### src/rtl/bnn_pkg.sv
// Shared geometry for the BNN datapath: default image/kernel sizes and the
// flat-buffer index helpers used by the engine and by the bench.
package bnn_pkg;

    localparam int IMG_W_D  = 28;
    localparam int IMG_H_D  = 28;
    localparam int K_D      = 3;
    localparam int N_FILT_D = 8;

    localparam int N_PIX   = IMG_W_D * IMG_H_D;
    localparam int N_WBITS = N_FILT_D * K_D * K_D;

    function automatic int pix_idx(input int r, input int c);
        return r * IMG_W_D + c;
    endfunction

    function automatic int w_idx(input int f, input int r, input int c);
        return f * K_D * K_D + r * K_D + c;
    endfunction

endpackage

### src/rtl/bnn_stream_fill.sv
// One valid/ready fill channel: accepts IN_W-bit beats into a DEPTH-bit buffer
// through a one-stage pipeline register and flags completion.
module bnn_stream_fill #(
    parameter int DEPTH = 784,
    parameter int IN_W  = 1
) (
    input  logic             clk,
    input  logic             reset_n,
    input  logic             rearm,
    input  logic             valid,
    input  logic [IN_W-1:0]  data,
    output logic             ready,
    output logic [DEPTH-1:0] buffer,
    output logic             done
);

    localparam int BEATS = DEPTH / IN_W;
    localparam int CNT_W = $clog2(BEATS + 1);
    localparam logic [CNT_W-1:0] FULL = CNT_W'(BEATS);
    localparam logic [CNT_W-1:0] LAST = CNT_W'(BEATS - 1);

    if (DEPTH % IN_W != 0) begin : g_depth_check
        $error("bnn_stream_fill: DEPTH (%0d) must be a multiple of IN_W (%0d)", DEPTH, IN_W);
    end

    logic [CNT_W-1:0] acc_cnt;
    logic             pipe_valid;
    logic [IN_W-1:0]  pipe_data;
    logic [CNT_W-1:0] pipe_idx;
    logic             pipe_last;
    logic             accept;

    // Blocking ready during rearm keeps a coincident beat out of the new load.
    assign ready  = (acc_cnt != FULL) && !rearm;
    assign accept = valid && ready;

    always_ff @(posedge clk) begin
        if (!reset_n) begin
            acc_cnt    <= '0;
            pipe_valid <= 1'b0;
            pipe_data  <= '0;
            pipe_idx   <= '0;
            pipe_last  <= 1'b0;
        end else if (rearm) begin
            acc_cnt    <= '0;
            pipe_valid <= 1'b0;
        end else begin
            pipe_valid <= accept;
            if (accept) begin
                pipe_data <= data;
                pipe_idx  <= acc_cnt;
                pipe_last <= (acc_cnt == LAST);
                acc_cnt   <= acc_cnt + CNT_W'(1);
            end
        end
    end

    // Rearm leaves the buffer alone; stale bits are simply overwritten later.
    always_ff @(posedge clk) begin
        if (!reset_n) begin
            buffer <= '0;
            done   <= 1'b0;
        end else if (rearm) begin
            done <= 1'b0;
        end else if (pipe_valid) begin
            buffer[int'(pipe_idx) * IN_W +: IN_W] <= pipe_data;
            if (pipe_last) begin
                done <= 1'b1;
            end
        end
    end

endmodule

### src/rtl/bnn_param_loader.sv
// Loads the binary image and weight buffers for the convolution engine from
// two independent streams; start re-arms the image, and the weights on request.
module bnn_param_loader
    import bnn_pkg::*;
#(
    parameter int IMG_W  = IMG_W_D,
    parameter int IMG_H  = IMG_H_D,
    parameter int K      = K_D,
    parameter int N_FILT = N_FILT_D,
    parameter int IN_W   = 1
) (
    input  logic                      clk,
    input  logic                      reset_n,
    input  logic                      start,
    input  logic                      reload_w,
    input  logic                      p_valid,
    input  logic [IN_W-1:0]           p_data,
    output logic                      p_ready,
    input  logic                      w_valid,
    input  logic [IN_W-1:0]           w_data,
    output logic                      w_ready,
    output logic [IMG_W*IMG_H-1:0]    pixels,
    output logic [N_FILT*K*K-1:0]     weights,
    output logic                      pix_done,
    output logic                      w_done,
    output logic                      load_done
);

    logic rearm_w;

    assign rearm_w   = start && reload_w;
    assign load_done = pix_done && w_done;

    bnn_stream_fill #(
        .DEPTH (IMG_W * IMG_H),
        .IN_W  (IN_W)
    ) u_pix_fill (
        .clk     (clk),
        .reset_n (reset_n),
        .rearm   (start),
        .valid   (p_valid),
        .data    (p_data),
        .ready   (p_ready),
        .buffer  (pixels),
        .done    (pix_done)
    );

    bnn_stream_fill #(
        .DEPTH (N_FILT * K * K),
        .IN_W  (IN_W)
    ) u_w_fill (
        .clk     (clk),
        .reset_n (reset_n),
        .rearm   (rearm_w),
        .valid   (w_valid),
        .data    (w_data),
        .ready   (w_ready),
        .buffer  (weights),
        .done    (w_done)
    );

endmodule

### config.mk
export PLATFORM = sky130hd
export DESIGN_NAME = bnn_param_loader
export DESIGN_NICKNAME = d
export VERILOG_FILES = /design/src/rtl/bnn_pkg.sv /design/src/rtl/bnn_stream_fill.sv /design/src/rtl/bnn_param_loader.sv
export SDC_FILE = /design/constraint.sdc
export NUM_CORES = 2
export LEC_CHECK = 0
export BUFFER_PORTS_ARGS = -buffer_cell sky130_fd_sc_hd__buf_2
export CORE_AREA = 2 2 342 344
export DETAILED_ROUTE_END_ITERATION = 10
export DIE_AREA = 0 0 344 346
export GPL_TIMING_DRIVEN = 1
export PLACE_DENSITY_LB_ADDON = 0.3
export SYNTH_ARGS = -nofsm -noshare
export SYNTH_HDL_FRONTEND = slang
export SYNTH_HIERARCHICAL = 1
export SYNTH_SLANG_ARGS = --single-unit
### constraint.sdc
create_clock -name clk -period 6.6 [get_ports clk]
set_clock_uncertainty 0.2 [all_clocks]
set_input_delay 0.33 -clock clk [delete_from_list [all_inputs] [get_ports clk]]
set_output_delay 0.33 -clock clk [all_outputs]
set_load 0.02 [all_outputs]
==> run summary <==
startpoint types = flip-flop
Fmax = 183.2 MHz
Clk pwr share = 51.2%
H-tree levels = 3
postcts setup bufs = 0
Gate Count Post-Synth = 4185
Internal = 8.871 mW
CTS buffer count = 102
Synth Area in XOR/XNOR = 0.6343%
commonest cells after routing, fill and taps aside = dfxtp_1, buf_2, o211ai_1
total wire length = 231.2 mm
worst-path cell chain = buf_4 -> inv_1 -> ha_1 -> xnor2_1 -> nor2_1 -> nand2_1 -> nor2_1 -> nand2_1 -> o41ai_1
hold path depth = 3
leakage power = 18.83 nW
Synthesis Warnings = 6
Die X = 344 um
Flop pwr share = 46.9%
drt first pass iters = 9
Syn Std Cell Area = 39650 sq um
Synth Flop Type = dfxtp_1
Comb power frac = 1.9%
maximum vdd drop = 0.0002008 V
simple-gate share of the synthesized area = 10.97%
Post-synth EDFFs = 0
# resized after CTS = 0
vias = 42078
Period minus WS final = 5.459 ns
row cnt = 125
CTS sink cnt = 898
Reg-to-Reg End = u_pix_fill/buffer[559]$_SDFFE_PN0P_
RSZ-0062 raised after global routing = no
critical setup path kind = reg2reg
first-pass GRT wire length = 314.6 mm
Initial Util = 34.35%
fraction of layout cells with a size suffix above 1 = 29.02%
commonest non-fill, non-tap cell in the layout = dfxtp_1
max-capacitance violation count = 0
switching share of total power = 23.37%
hold endpoint = u_pix_fill/pipe_valid$_SDFF_PP0_
Final Hold Fails = 0
crit path capture type = flip-flop
Rel. slew slack = 12.12%
Ports = 869
Sw Pwr = 2.705 mW
Slowest cell on crit path = nand2_1
RD Place Congestion = 0.9592
Slew @ Worst Pin = 1.315 ns
port bufs = 868
Yosys reg bits = 898
Synth Area in Compound Gates = 35.75%
gr ovfl total = 0
pin count of the biggest net entering global routing = 205
crit path max fanout = 18
Post-Synth Adder-Cell Area = 0.2524%
Syn Nets = 4201
Worst Path Required = 6.99 ns
Util after Layout = 42.22%
Final Slew Violations = 0
Final ANT Viol Nets = 0
initial antenna violation count = 6
Reg2Reg Depth = 9
Setup TNS Final = 0 ns
Die Span Y = 346 um
DRC Markers = 0
outcome = completed
endpoints failing setup = 0
GRT Overall Usage = 37.01%
Clock Path Buffers = 3
power density over the cells = 237.5 nW/um^2
Post-synth ARST share = 0%
vias in the first global route = 38064
sequential share of the synthesized area = 45.34%
wire per inst = 36.31 um
die area = 119000 sq um
post-synth cell types = 82
net total in the final layout = 4776
combinational family with the most area after synthesis = compound AO/OA/AOI/OAI gates
post-DP HPWL = 161.4 mm
Hold Buf Count CTS = 5
CTS tree = built
core area = 115400 sq um
period utilization = 82.71%
fill cell count = 11458
hold path startpoint = start
Syn Area/Cell = 9.474 sq um
CP peak stage delay = 1.03 ns
r2r setup slk = 1.14 ns
mux cell area share after synthesis = 1.111%
Arrival @ worst endpoint = 5.85 ns
register clock-pin slew on the reported worst setup and hold paths = 0.07 ns
CTS root buffer = clkbuf_16
Worst R2R Start = u_pix_fill/pipe_idx[0]$_SDFFE_PN0P_
1st-iter DRT viols = 5335
clk_lat worst skew = 0.70 ns
HP Class = in2reg
vias per cell = 6.610
P&R area growth vs syn = 22.90%
==> sequential cells by signal, indices dropped and copies added, names as in the netlist, 7 cells and up <==
signal	flops
u_pix_fill/acc_cnt	10
u_pix_fill/buffer	784
u_pix_fill/pipe_idx	10
u_w_fill/acc_cnt	7
u_w_fill/buffer	72
u_w_fill/pipe_idx	7
==> cell type report <==
| type | count | area, sq um | share of cell area, % |
|---|---|---|---|
| Multi-Input combinational cell | 2709 | 19680 | 40.38 |
| Sequential cell | 898 | 17980 | 36.89 |
| Timing Repair Buffer | 1029 | 5625 | 11.54 |
| Clock buffer | 148 | 3005 | 6.168 |
| Tap cell | 1524 | 1907 | 3.913 |
| Clock inverter | 37 | 456.7 | 0.9372 |
| Inverter | 20 | 77.57 | 0.1592 |
| Antenna cell | 1 | 2.502 | 0.005135 |
==> Yosys cell counts (6+ instances only) <==
| cell | number | area share [%] |
|---|---|---|
| nand3_2 | 7 | 0.18 |
| ha_1 | 8 | 0.25 |
| o211ai_1 | 671 | 13 |
| nor2_1 | 145 | 1.4 |
| mux2i_1 | 44 | 1.1 |
| o31ai_1 | 150 | 2.8 |
| a21boi_0 | 6 | 0.11 |
| buf_6 | 10 | 0.28 |
| nor3b_1 | 8 | 0.15 |
| o41ai_2 | 64 | 2.6 |
| or3_1 | 22 | 0.35 |
| and2_1 | 11 | 0.17 |
| nand2_1 | 330 | 3.1 |
| a21oi_1 | 128 | 1.6 |
| nand3b_1 | 7 | 0.13 |
| clkbuf_1 | 442 | 4.2 |
| nor2b_1 | 10 | 0.16 |
| and3_1 | 12 | 0.19 |
| inv_1 | 20 | 0.19 |
| nor4_1 | 11 | 0.17 |
| o311ai_0 | 29 | 0.64 |
| nand3_1 | 110 | 1.4 |
| buf_1 | 26 | 0.25 |
| o21ai_0 | 85 | 1.1 |
| nand4_1 | 84 | 1.3 |
| a41o_1 | 18 | 0.45 |
| o21ai_1 | 14 | 0.18 |
| o41ai_1 | 505 | 11 |
| or4_1 | 7 | 0.13 |
| nor3_1 | 40 | 0.50 |
| o31ai_2 | 10 | 0.32 |
| xnor2_1 | 9 | 0.20 |
| o21a_1 | 9 | 0.17 |
| nand2b_1 | 12 | 0.19 |
| buf_2 | 75 | 0.95 |
| o211ai_2 | 29 | 0.92 |
| dfxtp_1 | 898 | 45 |
| xor2_1 | 16 | 0.35 |
==> worst max-delay path: cells and delay by family (launching register included) <==
kind,cells,cell delay (ns)
AOI/OAI and AO/OA,1,0.62
xor gates and xnor gates,1,0.40
adders and majority gates,1,0.66
buffers and inverters,2,0.35
DFF,1,0.40
and+or+nand+nor,4,2.68
==> routing by layer <==
layer / wire, um / global-route usage [%] / up-vias
met2: 100500 / 55.82 / 2811
li1: - / - / 17906
met3: 27200 / 12.45 / 588
met1: 88050 / 45.79 / 20765
met4: 15390 / 21.24 / 8
met5: 44 / 0 / -
==> per-stage QoR <==
stage	std cells	worst slack [ns]	hold slack, ns	instance area (sq um)	power (mW)
after floorplan	4185	2.847	0.2465	39650	5.688
after global placement	6175	1.506	0.2422	45210	5.759
after detailed placement	6175	1.439	0.2489	45210	5.759
after CTS	6365	1.423	0.01751	48730	11.63
after global routing	6365	0.9652	0.06546	48730	11.85
final	6366	1.141	0.04619	48730	11.58
==> worst max-delay path by stage <==
stage,startpoint,endpoint,slack (ns)
2_1_floorplan,u_pix_fill/pipe_idx[7]$_SDFFE_PN0P_,u_pix_fill/buffer[730]$_SDFFE_PN0P_,2.85
3_3_place_gp,u_pix_fill/pipe_idx[0]$_SDFFE_PN0P_,u_pix_fill/buffer[438]$_SDFFE_PN0P_,1.51
3_5_place_dp,u_pix_fill/pipe_idx[3]$_SDFFE_PN0P_,u_pix_fill/buffer[709]$_SDFFE_PN0P_,1.44
4_1_cts,u_pix_fill/pipe_idx[0]$_SDFFE_PN0P_,u_pix_fill/buffer[438]$_SDFFE_PN0P_,1.42
5_1_grt,u_pix_fill/pipe_idx[0]$_SDFFE_PN0P_,u_pix_fill/buffer[559]$_SDFFE_PN0P_,0.97
6_report,u_pix_fill/pipe_idx[0]$_SDFFE_PN0P_,u_pix_fill/buffer[559]$_SDFFE_PN0P_,1.14
==> power groups by stage <==
| stage | clock (mW) | combinational [mW] | sequential [mW] |
|---|---|---|---|
| final | 5.93 | 0.221 | 5.43 |
| after global placement | 0 | 0.212 | 5.55 |
| after CTS | 5.99 | 0.215 | 5.43 |
| after global routing | 6.20 | 0.230 | 5.42 |
| after detailed placement | 0 | 0.212 | 5.55 |
| after floorplan | 0 | 0.143 | 5.55 |
==> kinds of logic after synthesis <==
kind of cell	after synthesis
fa+ha+maj	8
flops	898
compound gates	1762
mux	44
simple gates	868
xor+xnor	27
buf+inv	578
(Power assumes the default switching activity.)
